`src/rtl/conv_output_pack.sv`:
```
// Output packer for the systolic convolution path: optional per-lane ReLU,
// FWFT output FIFO with backpressure, last-beat tagging and layer completion.
module conv_output_pack #(
    parameter int DATA_W     = 64,
    parameter int LANE_W     = 8,
    parameter int FIFO_DEPTH = 16,
    parameter int DIM_W      = 16
) (
    input  logic              clk,
    input  logic              reset,
    input  logic              start,
    input  logic [DIM_W-1:0]  In_Channel,
    input  logic [DIM_W-1:0]  Matrix_Col,
    input  logic [DIM_W-1:0]  Matrix_Row,
    input  logic              relu_en,
    input  logic [DATA_W-1:0] sData,
    input  logic              sValid,
    output logic              sReady,
    output logic [DATA_W-1:0] mData_payload,
    output logic              mData_valid,
    input  logic              mData_ready,
    output logic              mData_last,
    output logic              busy,
    output logic              layer_done,
    output logic              cfg_err
);

    localparam int LANES = DATA_W / LANE_W;
    localparam int AW    = $clog2(FIFO_DEPTH);

    localparam logic [AW:0]      CNT_ONE  = (AW+1)'(1);
    localparam logic [AW:0]      CNT_FULL = (AW+1)'(FIFO_DEPTH);
    localparam logic [AW-1:0]    PTR_ONE  = AW'(1);
    localparam logic [DIM_W-1:0] DIM_ONE  = DIM_W'(1);
    localparam logic [DIM_W-1:0] DIM_LANE = DIM_W'(LANES);

    typedef enum logic [1:0] {
        S_IDLE,
        S_RUN,
        S_DRAIN
    } state_t;

    state_t r_state;
    state_t w_nextState;

    logic [DIM_W-1:0] r_groups;
    logic [DIM_W-1:0] r_cols;
    logic [DIM_W-1:0] r_rows;
    logic             r_relu;
    logic [DIM_W-1:0] r_grp;
    logic [DIM_W-1:0] r_col;
    logic [DIM_W-1:0] r_row;
    logic             r_layerDone;
    logic             r_cfgErr;

    logic [DATA_W:0]  r_mem [FIFO_DEPTH];
    logic [AW-1:0]    r_wrPtr;
    logic [AW-1:0]    r_rdPtr;
    logic [AW:0]      r_count;

    logic              w_cfgLegal;
    logic              w_startOk;
    logic              w_push;
    logic              w_pop;
    logic              w_fifoValid;
    logic              w_headLast;
    logic              w_grpWrap;
    logic              w_colWrap;
    logic              w_lastIn;
    logic [DATA_W-1:0] w_reluData;

    assign w_cfgLegal  = (In_Channel != '0) && ((In_Channel % DIM_LANE) == '0) &&
                         (Matrix_Col != '0) && (Matrix_Row != '0);
    assign w_startOk   = (r_state == S_IDLE) && start && w_cfgLegal;
    assign w_fifoValid = (r_count != '0);
    assign w_headLast  = r_mem[r_rdPtr][DATA_W];

    // sReady depends only on registered state, never on mData_ready.
    assign sReady = (r_state == S_RUN) && (r_count != CNT_FULL);
    assign w_push = sValid && sReady;
    assign w_pop  = w_fifoValid && mData_ready;

    assign w_grpWrap = (r_grp == r_groups - DIM_ONE);
    assign w_colWrap = (r_col == r_cols - DIM_ONE);
    assign w_lastIn  = w_grpWrap && w_colWrap && (r_row == r_rows - DIM_ONE);

    assign mData_valid   = w_fifoValid;
    assign mData_payload = w_fifoValid ? r_mem[r_rdPtr][DATA_W-1:0] : '0;
    assign mData_last    = w_fifoValid && w_headLast;
    assign busy          = (r_state != S_IDLE);
    assign layer_done    = r_layerDone;
    assign cfg_err       = r_cfgErr;

    always_comb begin
        w_reluData = sData;
        for (int i = 0; i < LANES; i++) begin
            if (r_relu && sData[i*LANE_W + LANE_W - 1]) begin
                w_reluData[i*LANE_W +: LANE_W] = '0;
            end
        end
    end

    always_comb begin
        w_nextState = r_state;
        case (r_state)
            S_IDLE:  if (w_startOk)               w_nextState = S_RUN;
            S_RUN:   if (w_push && w_lastIn)      w_nextState = S_DRAIN;
            S_DRAIN: if (w_pop && w_headLast)     w_nextState = S_IDLE;
            default:                              w_nextState = S_IDLE;
        endcase
    end

    always_ff @(posedge clk) begin
        if (reset) begin
            r_state     <= S_IDLE;
            r_layerDone <= 1'b0;
            r_cfgErr    <= 1'b0;
        end else begin
            r_state     <= w_nextState;
            r_layerDone <= (r_state == S_DRAIN) && w_pop && w_headLast;
            r_cfgErr    <= (r_state == S_IDLE) && start && !w_cfgLegal;
        end
    end

    // Geometry is latched on an accepted start; counters nest grp, col, row.
    always_ff @(posedge clk) begin
        if (reset) begin
            r_groups <= '0;
            r_cols   <= '0;
            r_rows   <= '0;
            r_relu   <= 1'b0;
            r_grp    <= '0;
            r_col    <= '0;
            r_row    <= '0;
        end else if (w_startOk) begin
            r_groups <= In_Channel / DIM_LANE;
            r_cols   <= Matrix_Col;
            r_rows   <= Matrix_Row;
            r_relu   <= relu_en;
            r_grp    <= '0;
            r_col    <= '0;
            r_row    <= '0;
        end else if (w_push) begin
            if (w_grpWrap) begin
                r_grp <= '0;
                if (w_colWrap) begin
                    r_col <= '0;
                    r_row <= w_lastIn ? '0 : r_row + DIM_ONE;
                end else begin
                    r_col <= r_col + DIM_ONE;
                end
            end else begin
                r_grp <= r_grp + DIM_ONE;
            end
        end
    end

    always_ff @(posedge clk) begin
        if (w_push) begin
            r_mem[r_wrPtr] <= {w_lastIn, w_reluData};
        end
    end

    always_ff @(posedge clk) begin
        if (reset) begin
            r_wrPtr <= '0;
            r_rdPtr <= '0;
            r_count <= '0;
        end else begin
            if (w_push) r_wrPtr <= r_wrPtr + PTR_ONE;
            if (w_pop)  r_rdPtr <= r_rdPtr + PTR_ONE;
            case ({w_push, w_pop})
                2'b10:   r_count <= r_count + CNT_ONE;
                2'b01:   r_count <= r_count - CNT_ONE;
                default: r_count <= r_count;
            endcase
        end
    end

endmodule

```
`config.mk`:
```
export PLATFORM = sky130hd
export DESIGN_NAME = conv_output_pack
export DESIGN_NICKNAME = d
export VERILOG_FILES = /design/src/rtl/conv_output_pack.sv
export SDC_FILE = /design/constraint.sdc
export NUM_CORES = 1
export LEC_CHECK = 0
export BUFFER_PORTS_ARGS = -buffer_cell sky130_fd_sc_hd__buf_2
export CAP_MARGIN = 5
export CORE_MARGIN = 4
export CORE_UTILIZATION = 55
export DETAILED_ROUTE_END_ITERATION = 6
export PLACE_DENSITY = 0.73
export SLEW_MARGIN = 20
export SYNTH_ARGS = -nofsm -noshare
export SYNTH_HDL_FRONTEND = slang
export SYNTH_SLANG_ARGS = --single-unit
```
`constraint.sdc`:
```
create_clock -name clk -period 8.6 [get_ports clk]
set_clock_uncertainty 0.1 [all_clocks]
set_input_delay 0 -clock clk [delete_from_list [all_inputs] [get_ports clk]]
set_output_delay 0 -clock clk [all_outputs]
set_load 0.02 [all_outputs]
```
==> results.yml, run 1 <==
synth:
  async_flop_share_pct: 0
  synth_top_area_cell: "edfxtp_1"
  synth-seq-cells: 1155
  synth_top_area_share_pct: 67.4
  synthesis.area_um2: 46400
  synth_edf_count: 1040
  synth_cells: 2375
  syn_avg_cell_area_um2: 19.5
  synth_most_common_cell: "edfxtp_1"
  yosysUniqueCellTypes: 70
  synth.yosys.warnings: 0
  synth_area_leaders: "edfxtp_1 (67%), mux4_2 (16%), dfxtp_1 (5.0%), and2_1 (1.7%), mux2i_1 (1.1%)"
  seq_area_frac_synth_pct: 72.3
  synth_top_flop_cell: "edfxtp_1"
  synthTopCellsByCount: "edfxtp_1 (1040), mux4_2 (325), nor2_1 (131)"
  syn_nets: 2509
drt:
  drc: 0
  drt_wl_total_um: 106000
  routedWlPerCell_um: 27.0
  vias_per_cell: 6.20
  first_pass_iters: 6
  drt-initial-drc-count: 2675
  via_count: 24400
  antenna_left: 0
critical_path:
  critPathLaunch: "r_rows[0]"
  worstSetupEndpointType: "flop"
  critical_path_class: "reg2reg"
  r2r_cells: 10
  path_max_fanout: 16
  cp.required_ns: 8.82
  reg2reg_slack_ns: 3.91
  r2r_start: "r_rows[0]"
  r2r_end: "r_mem[9][64]"
  cp.arrival_ns: 4.92
  start_kind: "flop"
final_layout:
  regArea_um2: 33500
  layout.cells.non_filler: 3927
  nets: 2890
  multi_input_area_um2: 12400
  syn_to_final_growth_pct: 16.1
  nFillCells: 5506
  drive_above_1_share_pct: 26.6
clocking:
  htree_levels: 3
  clock-root-buffer: "clkbuf_16"
  cts.path.max_buffers: 3
  ctsResizeCount: 0
  cts_tree: "done"
  cts_buffers: 110
  clk_pin_slew_ns: 0.06
  insertion_delay_ns: 0.68
  clock-sinks: 1155
global_routing:
  grt_pass1_wl_um: 158000
  grt_usage_pct: 23.7
  grt_pass1_vias: 25000
  overflow: 0
  grt_antenna_before_repair: 1
  grt_max_degree: 149
pwr:
  finalPower_uw: 11600
  power_density_nw_per_um2: 216
  power_leakage_uw: 0.0173
  irDropWorstVdd_v: 0.000222
status:
  status: "finished clean"
placement:
  dp_hpwl_um: 55000
  gp_congestion: 0.869
  io_buffers: 187
  pre_cts_slack_ns: 3.57
  dp_cells: 3560
hold_path:
  whs_endpoint: "layer_done"
  holdCritStartpoint: "mData_ready"
  hold_path_class: "in2reg"
  min_path_cells: 4
floorplan:
  start_util_pct: 55.5
  fp-row-count: 106
  die_h_um: 298
  core_area_um2: 83600
  die_area_um2: 89000
  die_w_um: 298
  io_pins: 188
timing:
  rsz0062_at_grt: "false"
  fmax_ghz: 0.213
  max_slew_margin_pct: 22.0
  period_needed_ns: 4.69
  finalCritPeriodShare_pct: 54.6
  report.final.slew_viol_count: 0
  setup-tns-final_ns: 0
  setup_violations: 0
  tightest_slew_ns: 1.16
  setup_ws_ns: 3.91
  finalHoldViolCount: 0
run:
  max_cap_viol_count: 0
==> worst max path at each step <==
stage                          endpoint  cells past startpoint  slack, ns
after global routing       r_mem[9][64]                     10       3.64
final                      r_mem[9][64]                     10       3.91
after CTS                  r_mem[9][64]                     10       3.57
after global placement     r_mem[8][64]                     10       3.77
after floorplan             r_mem[0][0]                      7       1.73
after detailed placement  r_mem[13][64]                     10       3.57
==> power by group <==
| part | internal (uW) | switching, uW |
|---|---|---|
| Clock | 2630 | 2040 |
| Sequential | 6130 | 26.5 |
| Combinational | 375 | 425 |
==> cell families (layout without fill, tap and decap cells) <==
group,count (synthesis),count (layout),synth area share (%)
muxes,377,377,16.9
AOI/OAI and AO/OA,106,106,1.60
buffers and inverters,146,616,1.19
DFF,1155,1155,72.3
other,0,2,0
xor gates and xnor gates,86,86,1.69
adders and majority gates,16,16,0.448
and+or+nand+nor,489,489,5.83
==> critical path, stage by stage, from the launching register on <==
cell       delay, ns
dfxtp_1         0.38
inv_1           0.09
ha_1            0.30
or4b_1          0.60
or4_4           0.54
a2111oi_4       0.37
nand4_2         0.16
a2111oi_4       0.52
inv_2           0.14
or3_1           0.45
nor4b_4         0.72
==> per-layer routing <==
layer / GRT usage, % / part of all wire [%] / vias to the layer above / wire [um]
li1: - / - / 10400 / -
met1: 33.1 / 39 / 12700 / 41700
met2: 40.2 / 51 / 1098 / 54300
met3: 3.78 / 7.3 / 145 / 7710
met4: 5.17 / 2.0 / 0 / 2120
met5: 0 / 0 / - / 0
==> flip-flops by register name, summed over array words and instances, names as in the netlist, named ones only <==
name	cells
r_state	2
r_mem	1040
layer_done	1
r_row	16
r_grp	16
r_cols	16
r_relu	1
cfg_err	1
r_col	16
r_groups	13
r_wrPtr	4
r_rdPtr	4
r_count	5
r_rows	16
==> cell usage in the layout (no fill, tap or decap), drive strengths merged, types with 4 or more instances in the layout <==
cell type / instances
edfxtp: 1040
mux4: 325
buf: 228
dlygate4sd3: 161
clkbuf: 134
nor2: 131
and2: 129
dfxtp: 115
mux2i: 51
clkinv: 51
xnor2: 46
nand2: 45
xor2: 38
a21oi: 32
inv: 29
nor4: 24
o21ai: 24
nand4: 24
or3: 21
nand3: 18
nor3: 18
ha: 15
and3: 14
nor2b: 11
bufinv: 8
or4: 8
nand2b: 7
or2: 6
nor4b: 6
or4b: 5
nand3b: 5
nand4b: 5
clkinvlp: 5
a211oi: 4
nor3b: 4
a21o: 4
and4: 4
a31o: 4
==> per-stage QoR <==
stage          hold WS, ns  area [um^2]  util, %
6_report             0.220        53800     64.4
5_1_grt              0.184        53800     64.4
4_1_cts              0.154        53700     64.3
3_5_place_dp         0.158        48600     58.2
3_3_place_gp         0.153        48600     58.2
2_1_floorplan       0.0475        46400        -
==> final cells by class <==
cell class | count | share of cell area, %
Inverter | 26 | 0.181
Clock buffer | 134 | 5.36
Antenna cell | 2 | 0.00930
Sequential cell | 1155 | 62.3
Tap cell | 1080 | 2.51
Multi-Input combinational cell | 1074 | 23.0
Clock inverter | 67 | 1.13
Timing Repair Buffer | 389 | 5.44
==> repair_timing <==
item	CTS	global route
hold buffers	161	0
buffers inserted	0	0
endpoints found under the setup margin	0	0
hold endpoints to repair	1091	0
(Power assumes the default switching activity.)
==> run 2, diff against run 1 <==
==> constraint.sdc (replaced) <==
create_clock -name clk -period 4.56 [get_ports clk]
set_clock_uncertainty 0.1 [all_clocks]
set_input_delay 0 -clock clk [delete_from_list [all_inputs] [get_ports clk]]
set_output_delay 0 -clock clk [all_outputs]
set_load 0.02 [all_outputs]
==> run 2 against run 1 <==
  * Setup slack worse by 3.5 ns
  * Cell count up 0.43%
  * Critical path depth up 1
  * Critical path type unchanged
  * Sequential cell count unchanged
  * Core utilization up 0.40 points
  * First-iteration DRC count down 0.45%
  * Non-clock buffer count up 14
  * Die area unchanged
  * Largest cell class unchanged
  * Wire length up 0.37%
==> results.yml, run 2 (synthesis results as in run 1) <==
status:
  status: "finished clean"
global_routing:
  grt_max_degree: 76
  grt_pass1_wl_um: 160000
  grt_antenna_before_repair: 3
  grt_pass1_vias: 25400
  overflow: 0
  grt_usage_pct: 23.9
final_layout:
  drive_above_1_share_pct: 26.5
  final_cell_mix: "edfxtp_1 (1040), mux4_2 (325), buf_2 (187)"
  multi_input_area_um2: 12400
  layout.cells.non_filler: 3944
  regArea_um2: 33500
  nFillCells: 5489
  largest_register_ffs: 1040
  post-route-util_pct: 64.8
  nets: 2906
  layout_commonest_cell: "edfxtp_1"
  regMostFlops: "r_mem"
  syn_to_final_growth_pct: 16.8
floorplan:
  core_area_um2: 83600
  io_pins: 188
  die_w_um: 298
  start_util_pct: 55.5
  die_area_um2: 89000
  die_h_um: 298
  fp-row-count: 106
drt:
  routedWlPerCell_um: 26.9
  drt_wl_total_um: 106000
  via_count: 24600
  antenna_left: 0
  vias_per_cell: 6.24
  drc: 0
  drt-initial-drc-count: 2663
  first_pass_iters: 5
pwr:
  power_leakage_uw: 0.0173
  power_density_nw_per_um2: 406
  irDropWorstVdd_v: 0.000346
hold_path:
  holdCritStartpoint: "sValid"
  min_path_cells: 4
  hold_path_class: "in2reg"
  whs_endpoint: "r_grp[1]"
timing:
  fmax_ghz: 0.238
  period_needed_ns: 4.20
  finalHoldViolCount: 0
  setup_violations: 0
  finalCritPeriodShare_pct: 92.1
  max_slew_margin_pct: 30.4
  rsz0062_at_grt: "false"
  report.final.slew_viol_count: 0
  tightest_slew_ns: 1.04
critical_path:
  reg2reg_slack_ns: 0.36
  path_max_fanout: 16
  start_kind: "flop"
  r2r_start: "r_rows[0]"
  critical_path_class: "reg2reg"
  cp.required_ns: 4.95
  r2r_cells: 11
  worstSetupEndpointType: "flop"
  cp.arrival_ns: 4.59
  r2r_end: "r_mem[9][64]"
clocking:
  ctsResizeCount: 0
  cts_tree: "done"
  insertion_delay_ns: 0.67
  cts_setup_buffers: 0
  clk_pin_slew_ns: 0.06
  cts_buffers: 112
  cts.path.max_buffers: 3
  clock-root-buffer: "clkbuf_16"
  htree_levels: 3
  clock-sinks: 1155
run:
  max_cap_viol_count: 0
placement:
  io_buffers: 187
  dp_hpwl_um: 55500
  gp_congestion: 0.840
  dp_cells: 3577
[run 2: worst max-delay path, stage by stage, from the launching register on]
cell       delay (ns)
dfxtp_1          0.37
inv_1            0.09
ha_1             0.30
or4b_1           0.60
or4_4            0.54
a2111oi_4        0.37
nand4_2          0.16
a2111oi_4        0.38
inv_2            0.12
or3_1            0.40
nor4b_2          0.33
buf_4            0.25
[run 2: metal layers]
layer	wire length, um	vias to the layer above	GRT usage (%)
met3	8120	179	3.90
met1	41800	12900	33.2
li1	-	10400	-
met5	13	-	0
met4	2370	2	6.17
met2	54000	1129	40.2
[run 2: where the power goes]
group	switching (uW)	internal (uW)	total, uW
Sequential	39.2	11600	11600
Clock	3930	4940	8860
Combinational	813	716	1530
[run 2: worst max path at each step]
stage	startpoint	to	slack, ns	cells after the start
after global placement	r_rows[0]	r_mem[10][64]	0.49	11
after floorplan	r_count[0]	r_mem[12][0]	-0.56	7
after global routing	r_rows[0]	r_mem[9][64]	0.14	11
after CTS	r_rows[0]	r_mem[9][64]	0.36	11
final	r_rows[0]	r_mem[9][64]	0.36	11
after detailed placement	r_rows[0]	r_mem[9][64]	0.42	11
[run 2: area by class of cell]
| type | count | share of cell area, % |
|---|---|---|
| tap | 1080 | 2.50 |
| sequential | 1155 | 62.0 |
| antenna | 2 | 0.00924 |
| inverter | 26 | 0.180 |
| clock inverter | 65 | 1.16 |
| clock buffer | 139 | 5.36 |
| timing repair buffer | 403 | 5.91 |
| multi-input combinational | 1074 | 22.9 |
[run 2: through the flow]
stage | setup WS (ns) | setup TNS (ns) | hold slack [ns] | total power, uW | area, um^2
after floorplan | -0.565 | -356.37 | 0.0475 | 12800 | 46400
after global placement | 0.491 | 0 | 0.154 | 13200 | 49000
after detailed placement | 0.417 | 0 | 0.160 | 13300 | 49000
after CTS | 0.356 | 0 | 0.00400 | 22100 | 54100
after global routing | 0.136 | 0 | 0.0694 | 22700 | 54100
final | 0.361 | 0 | 0.0443 | 22000 | 54200
[run 2: timing repair]
item,in CTS,in global routing
endpoints found under the setup margin,0,0
hold endpoints to repair,1102,0
hold buffers,161,0
==> run 3, diff against run 2 <==
--- a/config.mk
+++ b/config.mk
@@ -10,6 +10,7 @@
 export CORE_MARGIN = 4
 export CORE_UTILIZATION = 55
 export DETAILED_ROUTE_END_ITERATION = 6
+export GPL_TIMING_DRIVEN = 0
 export PLACE_DENSITY = 0.73
 export SLEW_MARGIN = 20
 export SYNTH_ARGS = -nofsm -noshare
==> run 3 against run 2 <==
  * Wire length grew 11%
  * Cell area is 2.8% higher
  * Critical path depth down 4
  * Setup slack lost 0.20 ns
  * Count of clock-buffer cells in the layout shrank 1
  * Sequential power hardly changed
  * Non-clock buffer count grew 98
  * Global-route usage grew 2.9 points
  * Largest cell class unchanged
==> results.yml, run 3 (synthesis results as in run 1) <==
final_layout:
  largest_register_ffs: 1040
  regArea_um2: 33500
  layout_commonest_cell: "edfxtp_1"
  regMostFlops: "r_mem"
  drive_above_1_share_pct: 28.4
  layout.cells.non_filler: 4048
  final_cell_mix: "edfxtp_1 (1040), mux4_2 (325), buf_2 (192)"
  nFillCells: 5240
  nets: 3004
  multi_input_area_um2: 12400
  syn_to_final_growth_pct: 20.0
floorplan:
  die_h_um: 298
  die_w_um: 298
  die_area_um2: 89000
  io_pins: 188
  fp-row-count: 106
  start_util_pct: 55.5
  core_area_um2: 83600
timing:
  period_needed_ns: 4.40
  max_slew_margin_pct: 26.0
  setup-tns-final_ns: 0
  fmax_ghz: 0.227
  report.final.slew_viol_count: 0
  finalCritPeriodShare_pct: 96.5
  finalHoldViolCount: 0
  setup_ws_ns: 0.158
  setup_violations: 0
  tightest_slew_ns: 1.11
  rsz0062_at_grt: "false"
drt:
  antenna_left: 0
  via_count: 25700
  drt-initial-drc-count: 3686
  routedWlPerCell_um: 29.3
  dr_wl_met2_um: 58600
  top_layer_used: "met4"
  wl_met1_um: 44900
  drt_wl_total_um: 118000
  vias_per_cell: 6.36
  first_pass_iters: 6
  drc: 0
  route.met3.wl_um: 11100
pwr:
  p_comb_share_pct: 7.2
  p_sw_share_pct: 21.8
  finalPower_uw: 22800
  power.internal_uw: 17900
  p_switching_uw: 4960
  power_density_nw_per_um2: 410
  irDropWorstVdd_v: 0.000339
  power_leakage_uw: 0.0178
  power.share.sequential_pct: 50.7
  p_clk_share_pct: 42.1
critical_path:
  cp.arrival_ns: 4.30
  worstSetupEndpointType: "primary output"
  cp.required_ns: 4.46
  reg2reg_slack_ns: 0.26
  r2r_cells: 14
  start_kind: "flop"
  endpoint: "mData_payload[43]"
  path_max_fanout: 10
  r2r_start: "r_rows[0]"
  critical_path_class: "reg2out"
  r2r_end: "r_mem[3][64]"
clocking:
  cts_buffers: 112
  clock-sinks: 1155
  clock-root-buffer: "clkbuf_16"
  cts_tree: "done"
  cts.path.max_buffers: 3
  insertion_delay_ns: 0.69
  htree_levels: 3
  clk_pin_slew_ns: 0.06
status:
  status: "finished clean"
global_routing:
  grt_usage_pct: 26.8
  grt_pass1_wl_um: 175000
  grt_antenna_before_repair: 0
  grt_max_degree: 18
  grt_pass1_vias: 26500
  overflow: 0
placement:
  dp_hpwl_um: 72800
  pre_cts_slack_ns: -1.12
  gp_congestion: 0.892
  dp_cells: 3717
  io_buffers: 187
hold_path:
  hold_path_class: "in2reg"
run:
  max_cap_viol_count: 0
[run 3: changes by cell type in the layout (fill, tap and decap cells not counted), moves of 7 or more]
cell / previous run / this run
dlygate4sd3_1: 161 / 117
clkinvlp_4: 3 / 10
clkinv_2: 13 / 22
buf_4: 36 / 1
buf_1: 0 / 9
clkbuf_1: 27 / 91
bufinv_16: 7 / 16
clkinv_1: 32 / 18
buf_16: 0 / 38
clkbuf_2: 0 / 19
buf_8: 0 / 21
clkdlybuf4s15_2: 0 / 16
[run 3: critical path, stage by stage, from the launching register on]
cell,delay [ns]
dfxtp_1,0.31
clkbuf_1,0.43
clkbuf_1,0.88
buf_1,0.70
mux4_2,0.44
mux4_2,0.54
and2_1,0.19
buf_2,0.15
[run 3: area by class of cell]
type,count,area share (%)
antenna,2,0.00899
clock buffer,138,5.36
sequential,1155,60.3
tap,1080,2.43
multi-input combinational,1074,22.3
clock inverter,72,1.52
inverter,26,0.175
buffer,120,1.08
timing repair buffer,381,6.84
[run 3: timing repair]
action / in CTS / in global routing
hold endpoints to repair: 1102 / 0
gates cloned: 0 / 0
gates resized for setup: 41 / 5
pin swaps: 2 / 0
hold buffers: 117 / 0
setup endpoints to repair: 80 / 31
buffers inserted: 2 / 0
[run 3: power groups by stage]
| stage | combinational, uW | sequential [uW] | clock (uW) |
|---|---|---|---|
| final | 1640 | 11600 | 9600 |
| after global routing | 1750 | 11600 | 10200 |
| after CTS | 1640 | 11600 | 9670 |
| after floorplan | 1020 | 11800 | 0 |
| after global placement | 1480 | 11800 | 0 |
| after detailed placement | 1530 | 11800 | 0 |
[run 3: layer usage]
metal  vias up  GRT usage [%]
li1      10700              -
met1     13300           37.3
met2      1575           43.7
met3       247           5.24
met4         0           8.53
met5         -              0
[run 3: stage by stage]
step           util, %  hold slack [ns]  instance area [um^2]
2_1_floorplan        -           0.0475                 46400
3_3_place_gp      58.3            0.153                 48700
3_5_place_dp      60.4            0.158                 50500
4_1_cts           66.6          0.00353                 55600
5_1_grt           66.6           0.0430                 55600
6_report          66.6           0.0431                 55600
[run 3: how the worst min path moves through the flow]
stage | startpoint | cells after the start | endpoint | slack [ns]
4_1_cts | Matrix_Row[10] | 4 | r_rows[10] | 0.004
3_5_place_dp | Matrix_Col[10] | 3 | r_cols[10] | 0.16
3_3_place_gp | Matrix_Row[11] | 3 | r_rows[11] | 0.15
2_1_floorplan | Matrix_Col[15] | 2 | r_cols[15] | 0.05
6_report | Matrix_Col[10] | 4 | r_cols[10] | 0.04
5_1_grt | Matrix_Col[10] | 4 | r_cols[10] | 0.04
